### src/rtl/sm2u2_serial.sv
`default_nettype none
// ============================================================================
//  Module      : sm2u2_serial
//  Description : Bit-serial sign-magnitude to two's-complement converter.
//                One magnitude bit is processed per clock, LSB first, with a
//                valid/ready handshake on both sides.
//  Revision    : 1.0 - initial release
// ============================================================================
module sm2u2_serial #(
    parameter int NUM = 4
) (
    input  logic           i_clk,
    input  logic           i_rst,
    input  logic           i_valid,
    output logic           o_ready,
    input  logic [NUM-1:0] i_argA,
    output logic           o_valid,
    input  logic           i_ready,
    output logic [NUM-1:0] o_result,
    output logic           o_negzero
);

    localparam int              CNT_W  = $clog2(NUM);
    localparam logic [CNT_W-1:0] c_LAST = CNT_W'(NUM - 2);

    typedef enum logic [1:0] {
        S_IDLE = 2'd0,
        S_CONV = 2'd1,
        S_DONE = 2'd2
    } state_t;

    state_t           r_state;
    state_t           w_state_nxt;

    // Shift register: magnitude bits leave at the LSB while converted bits
    // enter at the MSB, so after NUM-1 steps it holds the result magnitude.
    logic [NUM-2:0]   r_shift;
    logic             r_sign;
    logic             r_seen;
    logic [CNT_W-1:0] r_cnt;
    logic [NUM-1:0]   r_result;
    logic             r_negzero;

    logic             w_bit;
    logic             w_seen_nxt;
    logic             w_outbit;
    logic             w_last;
    logic [NUM-2:0]   w_shift_nxt;

    assign w_bit      = r_shift[0];
    assign w_seen_nxt = r_seen | w_bit;
    // Negative operands invert every bit strictly after the first one.
    assign w_outbit   = w_bit ^ (r_sign & r_seen);
    assign w_last     = (r_cnt == c_LAST);

    generate
        if (NUM > 2) begin : g_shift_wide
            assign w_shift_nxt = {w_outbit, r_shift[NUM-2:1]};
        end else begin : g_shift_narrow
            assign w_shift_nxt = w_outbit;
        end
    endgenerate

    // State register.
    always_ff @(posedge i_clk) begin
        if (i_rst) begin
            r_state <= S_IDLE;
        end else begin
            r_state <= w_state_nxt;
        end
    end

    // Next-state and handshake outputs.
    always_comb begin
        w_state_nxt = r_state;
        o_ready     = 1'b0;
        o_valid     = 1'b0;
        case (r_state)
            S_IDLE: begin
                o_ready = 1'b1;
                if (i_valid) begin
                    w_state_nxt = S_CONV;
                end
            end
            S_CONV: begin
                if (w_last) begin
                    w_state_nxt = S_DONE;
                end
            end
            S_DONE: begin
                o_valid = 1'b1;
                if (i_ready) begin
                    w_state_nxt = S_IDLE;
                end
            end
            default: begin
                w_state_nxt = S_IDLE;
            end
        endcase
    end

    // Datapath: capture, serial conversion, and result registers loaded on DONE entry.
    always_ff @(posedge i_clk) begin
        if (i_rst) begin
            r_shift   <= '0;
            r_sign    <= 1'b0;
            r_seen    <= 1'b0;
            r_cnt     <= '0;
            r_result  <= '0;
            r_negzero <= 1'b0;
        end else begin
            case (r_state)
                S_IDLE: begin
                    if (i_valid) begin
                        r_shift <= i_argA[NUM-2:0];
                        r_sign  <= i_argA[NUM-1];
                        r_seen  <= 1'b0;
                        r_cnt   <= '0;
                    end
                end
                S_CONV: begin
                    r_shift <= w_shift_nxt;
                    r_seen  <= w_seen_nxt;
                    if (w_last) begin
                        // Minus zero never sees a 1, so it yields +0 with the flag set.
                        r_result  <= {r_sign & w_seen_nxt, w_shift_nxt};
                        r_negzero <= r_sign & ~w_seen_nxt;
                    end else begin
                        r_cnt <= r_cnt + CNT_W'(1);
                    end
                end
                default: begin
                end
            endcase
        end
    end

    assign o_result  = r_result;
    assign o_negzero = r_negzero;

endmodule
`default_nettype wire
### config.mk
export PLATFORM = sky130hd
export DESIGN_NAME = sm2u2_serial
export DESIGN_NICKNAME = d
export VERILOG_FILES = /design/src/rtl/sm2u2_serial.sv
export SDC_FILE = /design/constraint.sdc
export NUM_CORES = 1
export LEC_CHECK = 0
export BUFFER_PORTS_ARGS = -buffer_cell sky130_fd_sc_hd__clkbuf_2
export CORE_MARGIN = 1.5
export CORE_UTILIZATION = 45
export CTS_CLUSTER_DIAMETER = 80
export DETAILED_ROUTE_END_ITERATION = 8
export PLACE_DENSITY = 0.72
export SETUP_SLACK_MARGIN = 0.3
export SYNTH_ARGS = -nofsm -noshare
export SYNTH_HDL_FRONTEND = slang
export SYNTH_SLANG_ARGS = --single-unit
### constraint.sdc
create_clock -name i_clk -period 1.9 [get_ports i_clk]
set_input_delay 0.285 -clock i_clk [delete_from_list [all_inputs] [get_ports i_clk]]
set_output_delay 0.285 -clock i_clk [all_outputs]
set_load 0.02 [all_outputs]
# Word level (Yosys, flattened, before mapping)
# Cells that the tools add are included.
# totals
register_bits	14
input_bits	8
output_inout_bits	7
wordCells	41
# classes
add_sub_neg	1
eq_ne	7
muxes	13
bitwise_logic	6
reduce_logical	7
# ops
operator	n
$mux 2	5
$ne 2x2->1 const B	4
$pmux 2 s3	1
$pmux 3 s2	1
$reduce_and 2->1	3
$reduce_and 3->1	2
$eq 2x2->1 const B	2
$pmux 2 s2	1
$and 1x1->1	3
$mux 1	3
$mux 3	1
$add 2x1->2 const B	1
$eq 2x1->1 const B	1
$logic_not 2->1	1
$pmux 1 s2	1
$reduce_bool 2->1	1
$not 1->1	1
$or 1x1->1	1
$xor 1x1->1	1

# Logic depth before layout (Yosys ltp)
# Gate-level depths: netlist of run 1.
# logic_depth
word_depth	3
mapped_depth	6
mapped_depth_nobuf	5

# Worst setup path after synthesis of run 1
# Ideal clock, no wire load.
# synth_timing
path_kind	flip-flop to flip-flop
from	register r_cnt[0]
to	register r_cnt[0]
setup_time_ns	0.121
t_arrival_ns	1.329
t_required_ns	1.779
path_slack_ns	0.450
path_stages_with_launch	6
path_buffers	0
period_less_slack_ns	1.450
path_cell_list	dfxtp_1 inv_1 ha_1 or2b_1 a21oi_1 mux2_2
# synth_between
elab_chain_cells	3
word_cells_on_any_way	6
cone_classes	add/sub (1); eq/ne (2); mux (2); reduce/logical (1)
# synth_lines
element	line	rtl
start: declaration	40	logic [CNT_W-1:0] r_cnt;
start signal: assignment	129	r_cnt <= r_cnt + CNT_W'(1);
$add 2x1->2 or $eq 2x2->1 (tied branches)	129, 54	
$mux 2 or $ne 2x2->1 (tied branches)	n/a	
$pmux 2 s2 or $reduce_and 3->1 (tied branches)	n/a	
# Parallel ways exist; a longest one is shown, timed or not. The select of a mux whose other input is x is not followed.
# A chain may end at the register's enable or synchronous reset.

# Worst setup path in the final report of run 1
# Ends and elaborated chain as after synthesis.

==> results of run 1 <==
==> cell families after synthesis <==
kind of cell / Yosys count / share of synthesized area
XOR/XNOR: 1 / 0.0137
multiplexers: 5 / 0.0801
AO/OA/AOI/OAI: 14 / 0.135
buffers and inverters: 6 / 0.0430
AND/OR/NAND/NOR: 31 / 0.271
flip-flops: 14 / 0.438
adder cells (fa/ha/maj): 1 / 0.0195
==> worst min-delay path, cell delays in order <==
cell and delay, ns:
sky130_fd_sc_hd__clkbuf_2 0.08, sky130_fd_sc_hd__mux2i_1 0.06, sky130_fd_sc_hd__nor2_1 0.07
==> final cells by class <==
class	count	area, um2	area share
multi-input combinational	52	337	0.449
timing repair buffer	14	70.1	0.0935
sequential	14	280	0.374
inverter	2	7.51	0.0100
clock buffer	4	36.3	0.0484
tap	15	18.8	0.0250
==> metrics by stage <==
step	util	power (mW)	instances	setup WS, ns	area (um2)
2_1_floorplan	-	0.374	72	0.450	641
6_report	0.569	0.601	101	0.383	749
3_3_place_gp	0.538	0.388	97	0.408	709
3_5_place_dp	0.538	0.391	97	0.324	709
4_1_cts	0.566	0.605	101	0.310	746
5_1_grt	0.569	0.631	101	0.314	749
==> power by group through the flow <==
stage	combinational, mW	clock, mW	sequential [mW]
global placement	0.0636	0	0.325
CTS	0.0655	0.220	0.319
floorplan	0.0541	0	0.320
finish	0.0661	0.216	0.319
global route	0.0744	0.235	0.322
detailed placement	0.0650	0	0.326
==> flip-flops by register name, indices dropped and copies added, names as in the netlist <==
signal	count
o_result	4
r_shift	3
r_cnt	2
r_state	2
o_negzero	1
r_seen	1
r_sign	1
==> synthesized netlist by cell type <==
cell type,number,share of area
sky130_fd_sc_hd__dfxtp_1,14,0.44
sky130_fd_sc_hd__a21oi_1,7,0.055
sky130_fd_sc_hd__nand2_1,7,0.041
sky130_fd_sc_hd__nor2_1,7,0.041
sky130_fd_sc_hd__mux2i_1,4,0.063
sky130_fd_sc_hd__nand2b_1,4,0.039
sky130_fd_sc_hd__a211oi_1,3,0.035
sky130_fd_sc_hd__and2b_1,2,0.023
sky130_fd_sc_hd__clkbuf_1,2,0.012
sky130_fd_sc_hd__inv_1,2,0.012
sky130_fd_sc_hd__nand3b_1,2,0.023
sky130_fd_sc_hd__o21ai_0,2,0.016
sky130_fd_sc_hd__and3b_1,1,0.014
sky130_fd_sc_hd__buf_2,1,0.0078
sky130_fd_sc_hd__buf_4,1,0.012
sky130_fd_sc_hd__ha_1,1,0.020
sky130_fd_sc_hd__mux2_2,1,0.018
sky130_fd_sc_hd__nand3_1,1,0.0078
sky130_fd_sc_hd__nand4b_1,1,0.014
sky130_fd_sc_hd__nor2b_1,1,0.0098
sky130_fd_sc_hd__nor3_1,1,0.0078
sky130_fd_sc_hd__nor3b_1,1,0.012
sky130_fd_sc_hd__o21ba_2,1,0.016
sky130_fd_sc_hd__o311ai_1,1,0.014
sky130_fd_sc_hd__or2b_1,1,0.012
sky130_fd_sc_hd__or3b_1,1,0.014
sky130_fd_sc_hd__or3b_2,1,0.014
sky130_fd_sc_hd__xor2_1,1,0.014
==> worst paths after layout <==
check	startpoint	endpoint	slack, ns	depth (start not counted)
hold reg to reg	o_result[1]	o_result[1]	0.46	2
setup reg to reg	r_cnt[0]	r_cnt[0]	0.38	5
setup / recovery	r_cnt[0]	r_cnt[0]	0.38	5
hold / removal	i_argA[3]	r_sign	0.24	3
==> routing by layer <==
metal / track usage / wire, um
met1: 0.194 / 552
met2: 0.258 / 541
met3: 0.0652 / 48
met4: 0.125 / 13
met5: 0 / 0
==> cells in the final DEF, fill, tap and decap left out <==
cell	n
sky130_fd_sc_hd__a211oi_1	3
sky130_fd_sc_hd__a21oi_1	6
sky130_fd_sc_hd__a21oi_2	1
sky130_fd_sc_hd__and2b_1	2
sky130_fd_sc_hd__and3b_1	1
sky130_fd_sc_hd__clkbuf_2	14
sky130_fd_sc_hd__clkbuf_4	3
sky130_fd_sc_hd__clkbuf_8	1
sky130_fd_sc_hd__dfxtp_1	14
sky130_fd_sc_hd__ha_1	1
sky130_fd_sc_hd__inv_1	2
sky130_fd_sc_hd__mux2_2	1
sky130_fd_sc_hd__mux2i_1	4
sky130_fd_sc_hd__nand2_1	7
sky130_fd_sc_hd__nand2b_1	4
sky130_fd_sc_hd__nand3_1	1
sky130_fd_sc_hd__nand3b_1	2
sky130_fd_sc_hd__nand4b_1	1
sky130_fd_sc_hd__nor2_1	7
sky130_fd_sc_hd__nor2b_1	1
sky130_fd_sc_hd__nor3_1	1
sky130_fd_sc_hd__nor3b_1	1
sky130_fd_sc_hd__o21ai_0	2
sky130_fd_sc_hd__o21ba_2	1
sky130_fd_sc_hd__o311ai_1	1
sky130_fd_sc_hd__or2b_1	1
sky130_fd_sc_hd__or3b_1	1
sky130_fd_sc_hd__or3b_2	1
sky130_fd_sc_hd__xor2_1	1
==> results.md, run 1 <==
CTS:
- The clock tree from TritonCTS is yes.
- For this design, the sink count on the clock tree is 14.
- The number of hold buffers added after CTS was 0.
- After clock tree synthesis, the clock-pin slew on the worst setup and hold paths is 0.09 ns.
- The maximum level of the CTS H-tree is 1.
- The clock latency on the worst-skew pair is 0.28 ns.
- In this run, post-CTS repair resized a total of 0 instances.
- The number of setup buffers added after CTS is 0.
- Counting the buffers created by CTS gives 3.
- The maximum buffer depth of the clock tree is 2.
- In this run the clock root is driven by a sky130_fd_sc_hd__clkbuf_4.

Yosys:
- Synthesis produced a netlist with a net count of 81.
- Yosys printed 0 warnings.
- The mapped netlist covers 641 um2.
- For this run, the register share of the synthesized area comes to 0.437.
- The number of standard cells after synthesis is 72.
- The mean instance size in the synthesized netlist is 8.90 um2.
- The number of flip-flops and latches in the synthesized netlist is 14.
- The number of distinct library cell variants in the gate-level netlist after synthesis is 28.

Critical path:
- STA classifies the critical path startpoint as a flip-flop.
- Broken down by cell family, the worst path's largest delay share belongs to multiplexers.
- The highest fanout seen on the critical path is 3.
- The data required time at the worst endpoint is 2.07 ns.
- The signal arrival time at the worst endpoint is 1.69 ns.
- The number of buffers and inverters on the critical path is 1.
- The longest individual stage delay on the worst path is 0.36 ns.
- The category of the critical setup timing path is reg -> reg.
- The critical path goes through inv_1 -> ha_1 -> or2b_1 -> a21oi_2 -> mux2_2.
- The slowest cell on the critical path is sky130_fd_sc_hd__mux2_2.
- The worst setup path is captured at a flip-flop.

Power and ir drop:
- The switching power summed over all nets is 0.146 mW.
- The maximum VDD drop is 0.000391 V.
- The share of total power dissipated in combinational logic is 0.110.
- The proportion of total power due to net switching is 0.242.
- In this run the power density over the cells is 802 nW/um2.
- Internal power comes to 0.456 mW.
- The fraction of power consumed by sequential logic is 0.530.
- The share of total power dissipated in the clock network is 0.360.
- Summed over all cells, the static leakage comes to 0.317 nW.

Floorplan:
- The core area is 1320 um2.
- The area of the die is 1660 um2.
- 15 I/O pins were placed.
- The starting density of the core is 0.486.
- The floorplan row count is 13.
- The width of the die is 40.7 um.
- The die is 40.7 um tall.

Run status:
- The flow ran to the end, and the final reports show no timing, DRC or antenna violations.

Cells and area:
- The number of nets in the layout is 96.
- The fraction of layout instances using a drive strength above 1 is 0.256.
- The filler cell count is 125.
- The number of antenna cells inserted is 0.
- Compared with the post-synthesis result, the final layout area differs by 17.0%.

Global routing:
- The number of global-route vias before repair is 417.
- Entering global routing, the biggest net connects 19 pins.
- In the global route stage, overall resource usage came out at 0.171.
- The final global-route overflow total is 0.
- The first-pass GRT wire length is 1.74 mm.
- The initial antenna violation count was 0.

Drt:
- The wire length per cell is 11.4 um.
- The DRC marker count from the first detailed-route iteration is 6.
- Using the TritonRoute via totals, the vias-per-cell ratio works out to 5.16.
- The first detailed-routing pass took 4 iterations.
- The routed layout has 521 vias.
- The number of nets still failing antenna checks after routing is 0.
- In the routed design, unresolved DRC markers number 0.
- After detailed routing, the total wire length is 1.16 mm.

Placement:
- Input and output buffers added on the ports amount to 14.
- Detailed placement ended at an HPWL of 870 um.
- The routability congestion estimate from global placement is 0.646.

Timing:
- The final period demand of the worst path is 1.52 ns.
- The slew at the pin closest to its max-slew limit is 0.310 ns.
- The number of max-slew violations in the final report is 0.
- Based on the critical path, the design can be clocked at up to 0.659 GHz.
- Setup repair after global routing left no endpoint under its margin.
- The worst hold slack after final layout is 0.239 ns.
- The final clock period utilization by the worst path is 0.798.
- The accumulated negative setup slack is 0 ns.
- The final setup violation count is 0.
- The number of endpoints with negative hold slack in the final report was 0.
- For the final database, setup skew stands at 0.00269 ns.
- Headroom to the max-slew limit came out at 0.793.

Worst hold path:
- The class of the tightest hold or removal check is in -> reg.

Flow run:
- The tool flagged a number of max-cap violations equal to 0.
(Power assumes the default switching activity.)
==> run 2, diff against run 1 <==
- ABC_AREA: default -> 1
- PLACE_DENSITY: 0.72 -> 0.74
- clock period: 1.9 -> 1.2 ns (I/O delays scaled with it)
==> results.md, run 2 <==
Run status:
- The flow ran to the end, and the final reports show no timing, DRC or antenna violations.

Yosys:
- For this run, the leading register cell type out of synthesis is sky130_fd_sc_hd__dfxtp_1.
- The number of flip-flops and latches in the synthesized netlist is 14 (unchanged).
- The largest area contributor in the synthesized netlist is sky130_fd_sc_hd__dfxtp_1.
- The number of distinct library cell variants in the gate-level netlist after synthesis was 14 (-50%).
- The mean instance size in the synthesized netlist is 6.72 um2 (-25%).
- The portion of synthesized cell area occupied by the leading cell type is 0.426 (-0.0116).
- Ranked by instance count, the synthesized netlist is headed by sky130_fd_sc_hd__nand2_1 (29), sky130_fd_sc_hd__nor2_1 (16), sky130_fd_sc_hd__dfxtp_1 (14), sky130_fd_sc_hd__inv_1 (14), sky130_fd_sc_hd__a21oi_1 (8).
- The fraction of registers with async set or reset after synthesis is 0 (unchanged).
- After synthesis, the cell types taking the most area are sky130_fd_sc_hd__dfxtp_1 (43%), sky130_fd_sc_hd__nand2_1 (17%), sky130_fd_sc_hd__nor2_1 (9.1%), sky130_fd_sc_hd__inv_1 (8.0%), sky130_fd_sc_hd__a21oi_1 (6.1%).
- The number of enable-type register cells in the synthesized netlist is 0 (unchanged).
- The cell area after technology mapping was 658 um2 (+2.7%).
- The number of standard cells after synthesis was 98 (+36%).
- The cell with the most instances after synthesis is sky130_fd_sc_hd__nand2_1.
- The number of warning messages in the yosys log is 0 (unchanged).
- The part of the Yosys area used for sequential elements is 0.426 (-0.0116).
- The number of nets produced by synthesis was 107 (+32%).

Timing:
- The number of max-slew violations in the final report is 0 (unchanged).
- In the finished design, the share of the clock period the worst path needs comes to 0.933.
- The final clock skew came to 0.00130 ns (-0.00139 ns).
- The slack of the critical path is 0.0805 ns (-0.302 ns).
- The worst slew slack as a fraction of its limit is 0.815 (+0.0224).
- The final setup violation count came to 0 (unchanged).
- The accumulated negative setup slack was 0 ns (unchanged).
- Setup repair after global routing could not meet its margin everywhere.
- The slew at the pin closest to its max-slew limit is 0.277 ns (-0.0339 ns).
- The maximum operating frequency is 0.893 GHz.
- The number of endpoints with negative hold slack in the final report is 0 (unchanged).
- The final period demand of the worst path is 1.12 ns.

Floorplan:
- The floorplan row count is 13 (unchanged).
- The I/O pin count is 15 (unchanged).
- The width of the die is 41.2 um (+1.3%).
- The starting density of the core came to 0.493 (+0.00720).
- The floorplan die height was 41.2 um (+1.3%).
- The core area was 1330 um2 (+1.2%).
- The area of the die is 1700 um2 (+2.5%).

Critical path:
- STA classifies the critical path startpoint as a flip-flop.
- The signal arrival time at the worst endpoint is 0.94 ns (-0.75 ns).
- The cell count of the worst reg-to-reg path is 6 (+1).
- The startpoint identified for the worst register-to-register timing path is r_cnt[0].
- The worst setup path is captured at an output pin.
- The critical path is of the reg -> out type.
- The data required time at the worst endpoint is 1.02 ns (-1.05 ns).
- The register-to-register setup slack is 0.12 ns (-0.26 ns).
- The highest fanout seen on the critical path is 3 (unchanged).
- In this run the critical register-to-register path is captured at o_result[1].

Cells and area:
- The number of nets in the layout is 134 (+40%).
- The fraction of layout instances using a drive strength above 1 is 0.460 (+0.204).
- The commonest non-fill, non-tap cell in the layout is sky130_fd_sc_hd__nand2_1.
- The number of antenna cells inserted was 0 (unchanged).
- In the layout the commonest cells are sky130_fd_sc_hd__nand2_1 (26), sky130_fd_sc_hd__nor2_1 (13), sky130_fd_sc_hd__inv_1 (11).
- The growth of design area from synthesis to finish is 53.2%.
- The filler cell count came to 108 (-14%).
- The non-filler instance count after layout was 139 (+38%).
- The design area was 1010 um2 (+35%).
- The flip-flop count of the largest register after layout is 4 (unchanged).
- The share of the core filled with cells in the final layout is 0.756 (+0.187).

Drt:
- The number of design rule violations left after detail routing is 0 (unchanged).
- The mean number of vias per cell was 4.79 (-7.1%).
- The DRC marker count from the first detailed-route iteration is 16 (+10).
- The wire length per cell is 11.7 um (+2.0%).
- The post-route met1 wirelength is 724 um (+31%).
- The wire length on met2 came to 796 um (+47%).
- The number of nets still failing antenna checks after routing is 0 (unchanged).
- The met3 wire length came to 90 um (+88%).
- In this run the top signal layer used is met4.
- The number of vias after detailed routing came to 666 (+28%).
- The sum of routed wire length over all layers came to 1.62 mm (+40%).
- The first-pass iteration count of the detailed router is 4 (unchanged).

CTS:
- The clock latency on the worst-skew pair is 0.28 ns (about the same).
- The buffer cell driving the clock tree root is sky130_fd_sc_hd__clkbuf_4.
- The clock tree from TritonCTS is yes.
- The clock-pin slew reported for the worst setup and hold paths after clock tree synthesis is 0.08 ns (about the same).
- The maximum buffer depth of the clock tree came to 2 (unchanged).
- The maximum level of the CTS H-tree is 1 (unchanged).
- The total CTS buffers was 3 (unchanged).
- The number of sinks on the clock net is 14 (unchanged).

Placement:
- The count of input and output buffers came to 14 (unchanged).
- The worst-case setup slack after placement is 0.167 ns (-0.157 ns).
- The HPWL after detailed placement is 1.02 mm (+17%).
- The number of cells in the design after placement is 128 (+32%).
- The routability congestion estimate from global placement is 0.779 (+21%).
- The cell area after placement is 798 um2 (+13%).

Worst hold path:
- The path with the worst hold slack has its endpoint at r_sign.
- The depth of the worst hold-timing path is 3 (unchanged).
- The worst hold path begins at i_argA[3].
- The class of the tightest hold or removal check is in -> reg.

Global routing:
- The total global routing track utilization is 0.214 (+0.0435).
- The maximum number of pins on one net before global-route repair was 9 (-10).
- The number of global-route vias before repair is 530 (+27%).
- The final global-route overflow total is 0 (unchanged).
- The first-pass GRT wire length was 2.24 mm (+29%).
- The initial antenna violation count was 0 (unchanged).

Power and ir drop:
- The standby leakage power is 0.475 nW (+50%).
- The maximum VDD drop is 0.000684 V (+75%).
- The power density normalized to cell area came to 1010 nW/um2 (+26%).

Flow run:
- The count of max-cap constraint violations was 0 (unchanged).
-- run 2: cell types whose count changed after synthesis, sizes merged, moves of 2 or more --
cell and delta:
or3b -2, o21ai +4, nor2 +13, mux2i -4, nand2 +24, inv +14
a211oi -3, nand2b -4, buf -2, clkbuf -2, and2b -2, nand3b -2
-- run 2: cells by family after synthesis --
group | Yosys count | share of synthesized area
simple gates | 53 | 0.357
buf+inv | 16 | 0.0913
flops | 14 | 0.426
compound gates | 14 | 0.106
fa+ha+maj | 1 | 0.0190
-- run 2: power by group --
| part | internal, mW | total (mW) | switching, mW |
|---|---|---|---|
| combinational | 0.0767 | 0.180 | 0.103 |
| sequential | 0.485 | 0.505 | 0.0202 |
| clock | 0.185 | 0.336 | 0.151 |
-- run 2: worst max-delay path by stage --
stage | start | end | slack (ns) | cells past startpoint
6_report | r_state[1] | o_valid | 0.08 | 3
5_1_grt | r_state[1] | o_valid | 0.02 | 3
4_1_cts | r_state[1] | o_valid | 0.07 | 3
3_5_place_dp | r_cnt[0] | o_result[1] | 0.17 | 7
3_3_place_gp | r_state[1] | o_result[2] | 0.17 | 6
2_1_floorplan | r_state[1] | o_result[2] | 0.25 | 6
-- run 2: through the flow --
step	hold slack (ns)	total power, mW
3_5_place_dp	0.450	0.658
2_1_floorplan	0.242	0.614
4_1_cts	0.147	1.02
6_report	0.169	1.02
3_3_place_gp	0.447	0.655
5_1_grt	0.163	1.09
-- run 2: layout make-up --
class / count / area [um2] / share of cell area
Clock buffer: 4 / 36.3 / 0.0360
Inverter: 16 / 70.1 / 0.0695
Multi-Input combinational cell: 68 / 375 / 0.372
Sequential cell: 14 / 297 / 0.294
Tap cell: 15 / 18.8 / 0.0186
Timing Repair Buffer: 22 / 211 / 0.210
-- run 2: worst max-delay path: stages, from the launching register on --
cell,delay (ns)
sky130_fd_sc_hd__dfxtp_4,0.39
sky130_fd_sc_hd__inv_4,0.06
sky130_fd_sc_hd__nor2_4,0.10
sky130_fd_sc_hd__buf_8,0.12
-- run 2: routing by layer --
layer	vias to the layer above	global-route usage
met1	291	0.250
met2	21	0.340
met5	-	0
met3	2	0.103
met4	0	0.0726
li1	352	-
-- run 2: timing repair --
action	in CTS	in global routing
hold buffers	0	0
gates resized for setup	23	17
pin swaps	4	8
endpoints found under the setup margin	21	21
setup buffers	5	2
cloned	0	0
==> run 3, diff against run 2 <==
- clock period: 1.2 -> 1 ns (I/O delays scaled with it)
==> results.md, run 3 (same netlist as run 2, synthesis figures left out) <==
Run status:
- The flow ran to the end, but the final reports show violations.
- The final reports fail on negative setup slack.

Placement:
- The count of input and output buffers is 14 (unchanged).
- The number of cells in the design after placement was 128 (unchanged).
- The HPWL after detailed placement is 974 um (-4.6%).
- The routability congestion estimate from global placement was 0.816 (+4.7%).
- The cell area after placement is 798 um2 (unchanged).

Floorplan:
- The width of the die is 41.2 um (unchanged).
- The floorplan row count came to 13 (unchanged).
- The floorplan die height was 41.2 um (unchanged).
- The area of the die is 1700 um2 (unchanged).
- The starting density of the core is 0.493 (unchanged).
- The I/O pin count is 15 (unchanged).
- The core area was 1330 um2 (unchanged).

Timing:
- The worst slew slack as a fraction of its limit is 0.820 (+0.00487).
- The final clock skew is 0.00166 ns (+0.000360 ns).
- The number of endpoints with negative hold slack in the final report is 0 (unchanged).
- The slew at the pin closest to its max-slew limit is 0.269 ns (-0.00730 ns).
- The number of max-slew violations in the final report was 0 (unchanged).
- The final clock period utilization by the worst path is 1.11.
- The final setup violation count came to 9 (+9).
- Derived from the worst setup path, the maximum achievable clock frequency is 0.903 GHz.
- The slack of the critical path came to -0.108 ns (-0.188 ns).
- The final period demand of the worst path is 1.11 ns.
- Setup repair after global routing could not meet its margin everywhere.

Critical path:
- The type of element capturing the critical path is an output pin.
- The data required time at the worst endpoint is 0.85 ns (-0.17 ns).
- The longest individual stage delay on the worst path was 0.40 ns (about the same).
- Among all stages on the critical path, the largest delay is contributed by sky130_fd_sc_hd__dfxtp_4.
- The signal arrival time at the worst endpoint is 0.96 ns (+0.02 ns).
- The highest fanout seen on the critical path is 4 (+1).
- The category of the critical setup timing path is reg -> out.
- STA classifies the critical path startpoint as a flip-flop.
- Traced cell by cell, the critical path runs through inv_4 -> nor2_4 -> buf_8.

Drt:
- The number of design rule violations left after detail routing is 0 (unchanged).
- The wire length per cell is 10.6 um (-9.1%).
- The sum of routed wire length over all layers came to 1.44 mm (-11%).
- The first-pass iteration count of the detailed router is 4 (unchanged).
- The number of nets still failing antenna checks after routing is 0 (unchanged).
- The number of vias after detailed routing was 631 (-5.3%).
- The mean number of vias per cell was 4.64 (-3.2%).
- The DRC marker count from the first detailed-route iteration is 7 (-9).

CTS:
- The hold-fix buffer count after cts is 0 (unchanged).
- The clock-pin slew reported for the worst setup and hold paths after clock tree synthesis is 0.09 ns (about the same).
- The number of sinks on the clock net is 14 (unchanged).
- The maximum level of the CTS H-tree is 1 (unchanged).
- The root buffer cell chosen for the clock tree is sky130_fd_sc_hd__clkbuf_4.
- The maximum buffer depth of the clock tree is 2 (unchanged).
- The total CTS buffers is 3 (unchanged).
- TritonCTS built the clock tree.
- The clock latency on the worst-skew pair was 0.28 ns (about the same).

Cells and area:
- The fraction of layout instances using a drive strength above 1 came to 0.438 (-0.0217).
- The design area is 962 um2 (-4.6%).
- The non-filler instance count after layout is 136 (-2.2%).
- The growth of design area from synthesis to finish is 46.2%.
- The number of antenna cells inserted is 0 (unchanged).
- The flip-flop count of the largest register after layout is 4 (unchanged).
- The commonest non-fill, non-tap cell in the layout is sky130_fd_sc_hd__nand2_1.
- In the layout the commonest cells are sky130_fd_sc_hd__nand2_1 (25), sky130_fd_sc_hd__nor2_1 (13), sky130_fd_sc_hd__inv_1 (11).
- The number of nets in the layout was 131 (-2.2%).

Global routing:
- The maximum number of pins on one net before global-route repair came to 9 (unchanged).
- The number of global-route vias before repair is 501 (-5.5%).
- The initial antenna violation count is 0 (unchanged).
- The final global-route overflow total is 0 (unchanged).
- The first-pass GRT wire length was 2.01 mm (-10%).
- The total global routing track utilization came to 0.190 (-0.0248).

Power and ir drop:
- The standby leakage power came to 0.458 nW (-3.6%).
- The maximum VDD drop was 0.00101 V (+48%).
- The total chip power came to 1.22 mW (+19%).
- The power density normalized to cell area is 1260 nW/um2 (+25%).

Worst hold path:
- The min-delay analysis places its worst path in the category in -> reg.

Flow run:
- The count of max-cap constraint violations came to 0 (unchanged).
==> run 3: changes by cell type in the layout (fill, tap and decap cells not counted) <==
cell / previous run / this run
sky130_fd_sc_hd__a21oi_1: 5 / 7
sky130_fd_sc_hd__a21oi_2: 3 / 1
sky130_fd_sc_hd__buf_6: 3 / 0
sky130_fd_sc_hd__inv_4: 2 / 3
sky130_fd_sc_hd__inv_6: 1 / 0
sky130_fd_sc_hd__nand2_1: 26 / 25
sky130_fd_sc_hd__nand2_2: 4 / 5
sky130_fd_sc_hd__nor2_2: 3 / 4
sky130_fd_sc_hd__nor2_4: 3 / 2
==> run 3: final cells by class <==
type | instances | area (um2)
clock buffer | 4 | 36.3
fill | 105 | 372
inverter | 16 | 67.6
multi-input combinational | 68 | 365
sequential | 14 | 297
tap | 15 | 18.8
timing repair buffer | 19 | 178
==> run 3: report_power, final <==
group	internal [mW]	leakage (nW)	total, mW	switching, mW
registers	0.582	0.119	0.610	0.0276
clock network	0.222	0.0210	0.416	0.194
logic	0.0778	0.318	0.190	0.112
total	0.882	0.458	1.22	0.334
==> run 3: critical path, delay by kind of cell, from the launching register on <==
kind                   cells  cell delay (ns)
buffers and inverters      2             0.18
AND/OR/NAND/NOR            1             0.10
flip-flops                 1             0.40
==> run 3: path summary, 6_finish.rpt <==
kind              start     endpoint  slack [ns]  cells after the start
min             i_ready   r_state[1]        0.11                      4
min reg2reg  r_shift[2]  o_result[1]        0.48                      2
max          r_state[1]      o_valid       -0.11                      3
max reg2reg    r_cnt[0]  o_result[1]       -0.04                      7
==> run 3: routing by layer <==
layer	part of all wire	up-vias	track usage
met2	0.45	13	0.289
met4	0.023	0	0.121
met1	0.49	271	0.233
met5	0	-	0
li1	-	343	-
met3	0.037	4	0.0489
==> run 3: what timing repair did <==
| action | CTS | global route |
|---|---|---|
| pin swaps | 5 | 7 |
| setup endpoints to repair | 21 | 21 |
| resized for setup | 22 | 12 |
| buffers inserted | 3 | 1 |
==> run 3: per-stage QoR <==
stage,util,hold slack (ns),TNS [ns],worst slack (ns)
after floorplan,-,0.212,0,0.0552
after global placement,0.598,0.407,-0.0426,-0.0311
after detailed placement,0.598,0.416,-0.138,-0.0427
after CTS,0.699,0.112,-0.535,-0.116
after global routing,0.721,0.133,-1.13,-0.163
final,0.721,0.114,-0.400,-0.108
